**src/rtl/uart_tx_arbiter.sv**
```systemverilog
// Round-robin arbiter that shares one UART transmitter among N packet sources.
// It grants a whole 0xFF-terminated packet at a time and kills packets whose source stalls.
module uart_tx_arbiter #(
  parameter int unsigned N         = 4,
  parameter int unsigned HEADER_EN = 1,
  parameter int unsigned STALL_MAX = 1023
) (
  input  logic           Clk,
  input  logic           reset,
  input  logic [N-1:0]   req_valid,
  input  logic [8*N-1:0] req_data,
  output logic [N-1:0]   req_ready,
  output logic           tx_en,
  output logic [7:0]     tx_data,
  input  logic           tx_done,
  output logic [N-1:0]   grant,
  output logic           busy,
  output logic           abort
);

  localparam int unsigned SW       = $clog2(STALL_MAX + 1);
  localparam logic [2:0]  LastInit = 3'(N - 1);

  typedef enum logic [1:0] {StIdle, StHdr, StLoad, StSend} state_e;

  state_e        state_q, state_d;
  logic [2:0]    id_q, last_id_q, win_id;
  logic [N-1:0]  grant_q, win_oh;
  logic          win_found;
  logic          tx_en_q, last_q, abort_q;
  logic [7:0]    tx_data_q, sel_data;
  logic          sel_valid;
  logic [SW-1:0] stall_q;
  logic          stall_hit;

  // Two passes give the rotated scan: sources above last_id first, then wrap.
  always_comb begin
    win_found = 1'b0;
    win_id    = 3'd0;
    for (int i = 0; i < N; i++) begin
      if (!win_found && req_valid[i] && (i > int'(last_id_q))) begin
        win_found = 1'b1;
        win_id    = 3'(i);
      end
    end
    for (int i = 0; i < N; i++) begin
      if (!win_found && req_valid[i] && (i <= int'(last_id_q))) begin
        win_found = 1'b1;
        win_id    = 3'(i);
      end
    end
    win_oh = '0;
    for (int i = 0; i < N; i++) begin
      win_oh[i] = win_found && (3'(i) == win_id);
    end
  end

  always_comb begin
    sel_valid = |(req_valid & grant_q);
    sel_data  = 8'h00;
    for (int i = 0; i < N; i++) begin
      if (grant_q[i]) sel_data = req_data[8*i +: 8];
    end
  end

  assign stall_hit = (stall_q == SW'(STALL_MAX - 1));

  always_ff @(posedge Clk) begin
    if (reset) state_q <= StIdle;
    else       state_q <= state_d;
  end

  always_comb begin
    state_d = state_q;
    unique case (state_q)
      StIdle:  if (win_found) state_d = (HEADER_EN != 0) ? StHdr : StLoad;
      StHdr:   if (tx_done) state_d = StLoad;
      StLoad:  if (sel_valid || stall_hit) state_d = StSend;
      StSend:  if (tx_done) state_d = last_q ? StIdle : StLoad;
      default: state_d = StIdle;
    endcase
  end

  always_comb begin
    req_ready = (state_q == StLoad) ? (req_valid & grant_q) : '0;
    busy      = (state_q != StIdle);
    tx_en     = tx_en_q;
    tx_data   = tx_data_q;
    grant     = grant_q;
    abort     = abort_q;
  end

  always_ff @(posedge Clk) begin
    if (reset) begin
      id_q      <= 3'd0;
      last_id_q <= LastInit;
      grant_q   <= '0;
      tx_en_q   <= 1'b0;
      tx_data_q <= 8'h00;
      last_q    <= 1'b0;
      abort_q   <= 1'b0;
      stall_q   <= '0;
    end else begin
      abort_q <= 1'b0;
      unique case (state_q)
        StIdle: begin
          if (win_found) begin
            grant_q <= win_oh;
            id_q    <= win_id;
            if (HEADER_EN != 0) begin
              tx_data_q <= {5'b11100, win_id};
              tx_en_q   <= 1'b1;
            end
          end
        end
        StHdr: begin
          if (tx_done) tx_en_q <= 1'b0;
        end
        StLoad: begin
          if (sel_valid) begin
            tx_data_q <= sel_data;
            tx_en_q   <= 1'b1;
            last_q    <= (sel_data == 8'hFF);
            stall_q   <= '0;
          end else if (stall_hit) begin
            // Source went silent: close the frame with our own terminator.
            tx_data_q <= 8'hFF;
            tx_en_q   <= 1'b1;
            last_q    <= 1'b1;
            abort_q   <= 1'b1;
            stall_q   <= '0;
          end else begin
            stall_q <= stall_q + SW'(1);
          end
        end
        StSend: begin
          if (tx_done) begin
            tx_en_q <= 1'b0;
            if (last_q) begin
              last_id_q <= id_q;
              grant_q   <= '0;
            end
          end
        end
        default: ;
      endcase
    end
  end

endmodule

```
**config.mk**
```make
export PLATFORM = sky130hd
export DESIGN_NAME = uart_tx_arbiter
export DESIGN_NICKNAME = d
export VERILOG_FILES = /design/src/rtl/uart_tx_arbiter.sv
export SDC_FILE = /design/constraint.sdc
export NUM_CORES = 1
export LEC_CHECK = 0
export CAP_MARGIN = 5
export CORE_ASPECT_RATIO = 1.2
export CORE_UTILIZATION = 25
export DETAILED_ROUTE_END_ITERATION = 12
export SLEW_MARGIN = 0
export SYNTH_ARGS = -nofsm -noshare
export SYNTH_HDL_FRONTEND = slang
export SYNTH_SLANG_ARGS = --single-unit
```
**constraint.sdc**
```tcl
create_clock -name Clk -period 1.39 [get_ports Clk]
set_input_delay 0.139 -clock Clk [delete_from_list [all_inputs] [get_ports Clk]]
set_output_delay 0.139 -clock Clk [all_outputs]
set_load 0.01 [all_outputs]
```
### Word-level counts from Yosys, hierarchy flattened

Cells that the tools add are included.

* register bits: 33
* bits in latches: 0
* memory bits (writable): 0
* memory bits (read-only): 0
* input port bits: 39
* output and inout bits: 19
* logic and storage cells: 114
* memories kept: 0

* $add $sub $neg: 1
* multipliers: 0
* div/mod/pow operators: 0
* order comparisons: 6
* eq/ne operators: 15
* shifts and indexed selects: 0
* mux-type cells: 42
* bitwise gates (word level): 2
* reduce and logical (&&, ||, !) cells: 39

Operator list (number)
* 8-bit 2-to-1 mux: 7
* 10-bit 2-to-1 mux: 2
* 1-bit logical AND: 16
* 4-bit 2-to-1 mux: 4
* 8-bit one-hot mux with 2 select lines: 1
* 1-bit 2-to-1 mux: 14
* 2-bit 2-to-1 mux: 7
* 3-bit 2-to-1 mux: 4
* 10-bit by 1-bit adder with 10-bit output, second input constant: 1
* 10-bit == test, second input constant: 1
* 2-bit != test, second input constant: 5
* 3-bit AND reduction: 3
* 8-bit == test, second input constant: 1
* 2-bit one-hot mux with 4 select lines: 1
* 4-bit one-hot mux with 2 select lines: 1
* 4-bit AND reduction: 2
* 2-bit nonzero test: 4
* 2-bit by 3-bit == test with 1-bit output, first input constant: 2
* 2-bit by 3-bit greater-than comparator with 1-bit output, first input constant: 2
* 2-bit by 3-bit less-or-equal comparator with 1-bit output, first input constant: 2
* 1-bit logical NOT: 6
* 6-bit OR reduction: 1
* 4-bit AND: 1
* 2-bit == test, second input constant: 2
* other kinds (14): 15

### Logic depth before layout (Yosys ltp)

Gate-level depths: netlist of run 1.

* depth after elaboration: 30
* depth in mapped cells: 8

### Worst setup path after synthesis of run 1

OpenSTA, ideal clock, no wires.

* kind: register to register
* from: register grant_q[0] (netlist: grant[0])
* to: register last_q
* setup time: 86 ps
* data arrival time: 1494 ps
* required time: 1304 ps
* setup slack: -191 ps
* cell stages (with the launch flop): 8
* cell sequence: dfxtp_1 > nor2b_2 > buf_6 > a221o_2 > o221ai_2 > nor4_1 > nand4_1 > a221oi_2

* word-level cells in the longest chain between the ends: 6

Ends and longest elaborated chain
* from (decl): line 28 `logic [N-1:0] grant_q, win_oh;`
* from (signal assigned): line 108 `grant_q <= win_oh;`
* 8-bit 2-to-1 mux (4 in a row): line 62 `if (grant_q[i]) sel_data = req_data[8*i +: 8];`
* 8-bit == test: line 123 `last_q <= (sel_data == 8'hFF);`
* 1-bit 2-to-1 mux: line 120 `if (sel_valid) begin`
* to (signal assigned): line 123
* to (decl): line 30 `logic tx_en_q, last_q, abort_q;`

Several ways; a longest one is shown, not always the timed one.
A chain may end at the register's enable or synchronous reset.

### Final worst setup path of run 1

* from: register grant_q[1] (netlist: grant[1])
* to: register last_q

* word-level cells in the longest chain between the ends: 5

Ends and longest elaborated chain (line)
* 8-bit 2-to-1 mux (3 in a row): 62
* 8-bit == test: 123
* 1-bit 2-to-1 mux: 120

Several ways; a longest one is shown, not always the timed one.

==> results.yml, run 1 <==
status:
  outcome: "complete, but fails checks"
  violations: "negative setup slack"
yosys:
  postSynthRegisterBits: 31
  avgSynthCellArea_um2: 8.25
  synth_edf_count: 0
  synth_warnings: 0
  netlist_top_cells_area: "dfxtp_1 37%, nor2_1 6.9%, nand2_1 4.9%"
  syn_inst: 203
  synth_seq_area_share: 0.370
  syn_nets: 244
  yosys-top-cells-count: "31 x dfxtp_1, 31 x nor2_1, 22 x nand2_1, 12 x a21oi_1, 8 x nand3_1"
  netlist_area_um2: 1680
  synth_top_cell_area_share: 0.370
  yosys.area.top_type: "dfxtp_1"
  synthFlopType: "dfxtp_1"
  yosysUniqueCellTypes: 47
  synthArstFlopShare: 0
routing:
  wl_per_cell_um: 13.0
  via_count: 1948
  ant_nets: 0
  drt-vias-per-instance: 4.76
  first_pass_iters: 4
  wl_um: 5320
  initialDrtViolationCount: 60
  drc: 0
critical_path:
  crit_fanout: 5
  path_cells: "nor2b_4 -> a221o_2 -> o221ai_2 -> nor4_2 -> nand4_1 -> a221oi_2"
  critPathRequiredTime_ps: 1580
  worst-endpoint-arrival_ps: 1780
  r2r-start: "grant[1]$_SDFFE_PP0P_"
  slowest_stage: "dfxtp_4"
  endpoint_kind: "flop"
  cp-start-kind: "flop"
  slowest_delay_ps: 370
  worstReg2RegEnd: "last_q$_SDFFE_PP0P_"
  path_class: "flop to flop"
  r2r_slack_ps: -200
  reg2reg_depth: 6
layout:
  drive_gt1_frac: 0.438
  nNetsFinal: 364
  antenna_cells: 0
  syn2layout_area_growth_pct: 86.0
timing:
  holdWs_ps: 369
  hold_viol_final: 0
  setup_viol: 21
  finalWorstSetupSlack_ps: -204
  worst_slew_pin_slew_ps: 354
  rsz0062_at_grt: "true"
  drv_slew: 0
  min_period_ps: 1590
  finClkSkew_ps: 6.45
  max_slew_margin: 0.763
  clock.fmax_ghz: 0.627
  fin_crit_sh: 1.15
flow_run:
  cap_violations: 0
clock_tree:
  numCtsBuffers: 5
  clock-root-buffer: "clkbuf_8"
  cts_sinks: 31
  clockBufferDepth: 2
  htreeDepth: 2
  clock_latency_ps: 280
  cts_tree: "done"
  clkTransAtPathRegs_ps: 70
placed_design:
  numPortBuffers: 57
  hpwl_um: 4120
  dp_slack_ps: -493
  gp_congestion: 0.821
global_routing:
  groute.usage.overall: 0.160
  grt_pass1_vias: 1975
  grt_first_pass_wirelength_um: 9050
  antenna_found_initial: 0
  grt_max_degree: 12
  grt_overflow: 0
hold_path:
  holdPathStages: 3
  hp-start: "req_valid[1]"
  hold_path_end: "grant[1]$_SDFFE_PP0P_"
  min_path_type: "input port to flop"
floorplan:
  dieArea_um2: 7030
  die_x_um: 76.7
  coreArea_um2: 6450
  fp.dieH_um: 91.7
  start_util: 0.260
  num_io_pins: 58
  rows: 32
power_and_ir_drop:
  total_leakage_power_uw: 0.00123
  p_per_area_nw_per_um2: 764
  ir_drop_uv: 339
==> registers in the layout, summed over array words and instances (netlist names) <==
name / flops
stall_q: 10
tx_data: 8
grant: 4
id_q: 2
last_id_q: 2
state_q: 2
abort: 1
last_q: 1
tx_en: 1
==> cell usage in the layout (no fill, tap or decap), types with 4 or more instances in the layout <==
master	count
a21oi_1	6
a21oi_2	6
a221o_2	6
a221oi_1	4
buf_4	59
buf_6	5
clkbuf_8	5
clkdlybuf4s50_1	44
dfxtp_1	21
dfxtp_2	8
dlygate4sd2_1	6
inv_1	5
nand2_1	18
nand2b_1	5
nand3_1	8
nand4_1	5
nor2_1	19
nor2_2	5
nor2_4	7
o221ai_2	5
==> power breakdown <==
| group | internal (µW) | switching [µW] | leakage (µW) |
|---|---|---|---|
| clock | 351 | 321 | 0.0000422 |
| sequential | 934 | 34.7 | 0.000256 |
| combinational | 427 | 312 | 0.000934 |
| total | 1710 | 668 | 0.00123 |
==> per-stage QoR <==
step           power [µW]  utilization  std cells  setup TNS (ps)  area [µm²]
2_1_floorplan        1270            -        203            -429        1760
3_3_place_gp         1640        0.437        395          -10610        2820
3_5_place_dp         1650        0.437        395          -11810        2820
4_1_cts              2370        0.467        409           -1770        3010
5_1_grt              2510        0.484        409           -3810        3120
6_report             2380        0.484        409           -2140        3120
==> what timing repair did <==
action                                  4_1_cts  5_1_grt
endpoints found under the setup margin       36       31
pin swaps                                    14        9
resized for setup                            42       41
hold buffers                                  0        0
setup buffers                                 6        0
==> cell type report <==
type	count	area (µm²)
clock buffer	7	76.3
clock inverter	1	5.00
fill	632	3330
inverter	7	26.3
multi-input combinational	156	1210
sequential	31	638
tap	85	106
timing repair buffer	122	1050
==> worst max-delay path: cells and delay by family, from the launching register on <==
family / cells / cell delay [ps]
simple gates: 3 / 640
compound gates: 3 / 500
flops: 1 / 370
==> how the worst max path moves through the flow <==
stage	start	endpoint	slack (ps)
floorplan	grant[0]$_SDFFE_PP0P_	last_q$_SDFFE_PP0P_	-90
CTS	grant[1]$_SDFFE_PP0P_	last_q$_SDFFE_PP0P_	-200
global route	grant[1]$_SDFFE_PP0P_	last_q$_SDFFE_PP0P_	-290
global placement	req_valid[3]	tx_data[0]$_SDFFE_PP0P_	-390
detailed placement	req_valid[1]	tx_en$_SDFFE_PP0P_	-490
finish	grant[1]$_SDFFE_PP0P_	last_q$_SDFFE_PP0P_	-200
==> metal layers <==
metal | routed length, µm | GRT usage
met5 | 0 | 0
met4 | 71 | 0.0481
met3 | 204 | 0.0318
met2 | 2710 | 0.283
met1 | 2330 | 0.194
==> cells by family (layout without fill, tap and decap cells) <==
| family | count (synthesis) | after routing | share of synthesized area |
|---|---|---|---|
| XOR/XNOR | 6 | 6 | 0.0314 |
| AO/OA/AOI/OAI | 55 | 55 | 0.257 |
| buffers and inverters | 16 | 137 | 0.0530 |
| adder cells (fa/ha/maj) | 2 | 2 | 0.0149 |
| flip-flops | 31 | 31 | 0.370 |
| AND/OR/NAND/NOR | 93 | 93 | 0.273 |
Note: power is estimated with default switching activity, not from simulation.
==> run 2: changes to the inputs <==
--- a/config.mk
+++ b/config.mk
@@ -9,6 +9,7 @@
 export CORE_ASPECT_RATIO = 1.2
 export CORE_UTILIZATION = 25
 export DETAILED_ROUTE_END_ITERATION = 12
+export GPL_ROUTABILITY_DRIVEN = 1
 export SLEW_MARGIN = 0
 export SYNTH_ARGS = -nofsm -noshare
 export SYNTH_HDL_FRONTEND = slang
==> constraint.sdc (replaced) <==
create_clock -name Clk -period 1.39 [get_ports Clk]
set_input_delay 0.139 -clock Clk [delete_from_list [all_inputs] [get_ports Clk]]
set_output_delay 0.139 -clock Clk [all_outputs]
set_load 0.005 [all_outputs]
==> results.yml, run 2 (same netlist as run 1, synthesis figures left out) <==
routing:
  via_count: 1976
  drc: 0
  wl_um: 5420
  drt-vias-per-instance: 4.81
  first_pass_iters: 4
  initialDrtViolationCount: 75
  ant_nets: 0
  wl_per_cell_um: 13.2
floorplan:
  num_io_pins: 58
  coreArea_um2: 6450
  rows: 32
  fp.dieH_um: 91.7
  start_util: 0.260
  die_x_um: 76.7
  dieArea_um2: 7030
layout:
  mostFrequentLayoutCell: "buf_4"
  antenna_cells: 0
  largest_reg_flops: 10
  final_cells: 411
  nNetsFinal: 366
  final_cell_area_um2: 3190
  top_register: "stall_q"
  n_fill_cell: 618
  drive_gt1_frac: 0.448
  layout_common_cells: "60 x buf_4, 44 x clkdlybuf4s50_1, 21 x dfxtp_1"
  syn2layout_area_growth_pct: 90.4
hold_path:
  min_path_type: "input port to flop"
  hold_path_end: "grant[1]$_SDFFE_PP0P_"
  holdPathStages: 3
  hp-start: "req_valid[1]"
clock_tree:
  clockBufferDepth: 2
  clock_latency_ps: 290
  numCtsBuffers: 5
  clkTransAtPathRegs_ps: 70
  cts_sinks: 31
  htreeDepth: 2
  clock-root-buffer: "clkbuf_8"
  cts_tree: "done"
  cts-hold-fix-buffers: 0
timing:
  finalWorstSetupSlack_ps: -219
  clock.fmax_ghz: 0.622
  setup_viol: 20
  drv_slew: 0
  hold_viol_final: 0
  rsz0062_at_grt: "true"
  max_slew_margin: 0.751
  holdWs_ps: 382
  finClkSkew_ps: 5.67
  fin_crit_sh: 1.16
  worst_slew_pin_slew_ps: 371
  min_period_ps: 1610
global_routing:
  groute.usage.overall: 0.158
  grt_first_pass_wirelength_um: 8740
  grt_overflow: 0
  grt_pass1_vias: 1920
  grt_max_degree: 12
  antenna_found_initial: 0
critical_path:
  critPathRequiredTime_ps: 1600
  worst-endpoint-arrival_ps: 1820
  crit_fanout: 5
  endpoint_kind: "flop"
  r2r-start: "grant[1]$_SDFFE_PP0P_"
  worstReg2RegEnd: "last_q$_SDFFE_PP0P_"
  reg2reg_depth: 6
  r2r_slack_ps: -220
  cp-start-kind: "flop"
  path_class: "flop to flop"
flow_run:
  cap_violations: 0
power_and_ir_drop:
  p_per_area_nw_per_um2: 828
  ir_drop_uv: 358
  total_leakage_power_uw: 0.00129
placed_design:
  dp.cells: 394
  placed_cell_area_um2: 2810
  gp_congestion: 0.793
  dp_slack_ps: -435
  hpwl_um: 4110
  numPortBuffers: 57
status:
  violations: "negative setup slack"
  outcome: "complete, but fails checks"
run 2: through the flow:
stage | power, µW | util | setup TNS [ps]
2_1_floorplan | 1250 | - | -213
3_3_place_gp | 1630 | 0.436 | -9900
3_5_place_dp | 1630 | 0.436 | -11370
4_1_cts | 2620 | 0.477 | -1340
5_1_grt | 2780 | 0.495 | -3840
6_report | 2640 | 0.495 | -2370
run 2: worst max path at each step:
| stage | from | to | slack [ps] |
|---|---|---|---|
| finish | grant[1]$_SDFFE_PP0P_ | last_q$_SDFFE_PP0P_ | -220 |
| CTS | grant[1]$_SDFFE_PP0P_ | last_q$_SDFFE_PP0P_ | -190 |
| detailed placement | req_valid[2] | tx_en$_SDFFE_PP0P_ | -430 |
| floorplan | grant[0]$_SDFFE_PP0P_ | last_q$_SDFFE_PP0P_ | -70 |
| global route | grant[1]$_SDFFE_PP0P_ | last_q$_SDFFE_PP0P_ | -280 |
| global placement | req_valid[2] | tx_en$_SDFFE_PP0P_ | -380 |
run 2: final cells by class:
class                           instances  area [µm²]  share of cell area
Inverter                                7        26.3             0.00824
Tap cell                               85         106              0.0333
Timing Repair Buffer                  124        1090               0.341
Sequential cell                        31         636               0.199
Clock inverter                          2        35.0              0.0110
Clock buffer                            6        82.6              0.0259
Multi-Input combinational cell        156        1220               0.381
run 2: worst max-delay path: stages (launching register included):
cell and delay [ps]:
dfxtp_4 360, nor2b_4 170, a221o_2 190, o221ai_4 100, nor4_2 330, nand4_1 160
a221oi_2 230
run 2: routing by layer:
metal  up-vias  GRT usage  share of wire
met5         -          0              0
met4         0     0.0593          0.016
met3         9     0.0478          0.042
met2        38      0.278           0.51
met1       933      0.177           0.43
li1        996          -              -
run 2: where the power goes:
part | switching (µW) | leakage [µW] | total [µW] | internal, µW
Clock | 354 | 0.0000612 | 933 | 580
Sequential | 32.9 | 0.000255 | 969 | 936
Combinational | 305 | 0.000971 | 739 | 434
Total | 691 | 0.00129 | 2640 | 1950
run 2: what timing repair did:
action                                 4_1_cts  5_1_grt
setup buffers                                7        3
resized for setup                           46       34
pin swaps                                   13       10
setup endpoints to repair                   32       34
endpoints found under the hold margin        0        0
==> run 3: changes to the inputs <==
==> constraint.sdc (replaced) <==
create_clock -name Clk -period 1.5 [get_ports Clk]
set_input_delay 0.15 -clock Clk [delete_from_list [all_inputs] [get_ports Clk]]
set_output_delay 0.15 -clock Clk [all_outputs]
set_load 0.005 [all_outputs]
==> results.yml, run 3 (same netlist as run 1, synthesis figures left out) <==
timing:
  drv_slew: 0
  clock.fmax_ghz: 0.633
  rsz0062_at_grt: "true"
  fin_crit_sh: 1.05
  worst_slew_pin_slew_ps: 379
  max_slew_margin: 0.747
  setup_viol: 5
  finClkSkew_ps: 3.08
  finalWorstSetupSlack_ps: -79.8
  hold_viol_final: 0
  min_period_ps: 1580
floorplan:
  start_util: 0.260
  coreArea_um2: 6450
  rows: 32
  fp.dieH_um: 91.7
  die_x_um: 76.7
  dieArea_um2: 7030
  num_io_pins: 58
clock_tree:
  numCtsBuffers: 5
  cts_tree: "done"
  clock-root-buffer: "clkbuf_8"
  cts-hold-fix-buffers: 0
  clkTransAtPathRegs_ps: 60
  htreeDepth: 2
  clockBufferDepth: 2
  cts_sinks: 31
  clock_latency_ps: 280
power_and_ir_drop:
  switching_share: 0.270
  clkPwrFrac: 0.273
  p_comb_frac: 0.302
  total_leakage_power_uw: 0.00118
  seqPwrFrac: 0.426
  p_sw_uw: 576
  ir_drop_uv: 431
  p_per_area_nw_per_um2: 702
  power.internal_uw: 1550
critical_path:
  crit_fanout: 6
  critPathTopFamily: "compound AO/OA/AOI/OAI gates"
  slowest_delay_ps: 360
  path_common_cell: "nand2_4"
  path_class: "flop to flop"
  path_cells: "buf_6 -> nand2_4 -> nand4_1 -> buf_4 -> o21ai_4 -> nand2_4 -> o221a_4"
  slowest_stage: "dfxtp_4"
  cp-start-kind: "flop"
  endpoint_kind: "flop"
  worst-endpoint-arrival_ps: 1750
  critPathRequiredTime_ps: 1670
  crit_buf_inv: 2
routing:
  via_count: 1898
  drc: 0
  wl_per_cell_um: 13.1
  first_pass_iters: 4
  wl_um: 5210
  initialDrtViolationCount: 46
  ant_nets: 0
  drt-vias-per-instance: 4.77
layout:
  syn2layout_area_growth_pct: 81.0
  mostFrequentLayoutCell: "buf_4"
  top_register: "stall_q"
  utilization: 0.470
  antenna_cells: 0
  largest_reg_flops: 10
  layout_common_cells: "49 x buf_4, 47 x clkdlybuf4s50_1, 23 x dfxtp_1"
  nNetsFinal: 355
  final_cells: 398
  drive_gt1_frac: 0.399
global_routing:
  antenna_found_initial: 0
  use_met1: 0.182
  grtUsageMet2: 0.257
  grt_first_pass_wirelength_um: 8330
  grt-busiest-layer: "met2"
  grt_overflow: 0
  grt_max_degree: 15
  grt_use_met3: 0.0239
  groute.usage.overall: 0.150
  grt_pass1_vias: 1831
placed_design:
  dp.cells: 387
  hpwl_um: 4010
  numPortBuffers: 57
  gp_congestion: 0.824
hold_path:
  min_path_type: "input port to flop"
flow_run:
  cap_violations: 0
status:
  violations: "negative setup slack"
  outcome: "complete, but fails checks"
run 3: worst paths after layout:
check / start / endpoint / slack, ps / cells past startpoint
min: req_valid[1] / grant[1]$_SDFFE_PP0P_ / 430 / 3
max reg2reg: grant[1]$_SDFFE_PP0P_ / tx_data[0]$_SDFFE_PP0P_ / -80 / 7
max: grant[1]$_SDFFE_PP0P_ / tx_data[0]$_SDFFE_PP0P_ / -80 / 7
min reg2reg: id_q[1]$_SDFFE_PP0P_ / id_q[1]$_SDFFE_PP0P_ / 460 / 2
run 3: layout make-up:
| type | count | area (µm²) |
|---|---|---|
| fill | 626 | 3410 |
| multi-input combinational | 156 | 1170 |
| timing repair buffer | 113 | 1020 |
| sequential | 31 | 633 |
| tap | 85 | 106 |
| clock buffer | 6 | 72.6 |
| inverter | 7 | 26.3 |
run 3: what timing repair did:
action,in CTS,in global routing
resized for setup,38,32
setup endpoints to repair,28,26
setup buffers,3,2
pin swaps,13,18
cloned,0,0
run 3: per-layer routing:
metal,wire length [µm],up-vias
met4,119,0
met5,0,-
met2,2690,31
met1,2280,892
li1,-,964
met3,117,11
run 3: tightest hold or removal path: cells and delay by family:
kind	cells	cell delay (ps)
compound gates	1	70
simple gates	1	120
buf+inv	1	330
run 3: metrics by stage:
step | hold slack, ps | setup TNS, ps | area (µm²) | setup WS [ps] | power [µW]
after floorplan | 280 | -21.8 | 1690 | -21.3 | 1150
after global placement | 443 | -7920 | 2700 | -332 | 1480
after detailed placement | 453 | -8740 | 2700 | -379 | 1490
after CTS | 405 | -158 | 2900 | -66.3 | 2100
after global routing | 472 | -1040 | 3030 | -181 | 2240
final | 434 | -152 | 3030 | -79.8 | 2130
run 3: power groups by stage:
stage,logic (µW),registers (µW),clock network [µW]
after floorplan,236,914,0
after global placement,568,916,0
after detailed placement,570,917,0
after CTS,604,902,596
after global routing,692,911,639
final,642,906,581
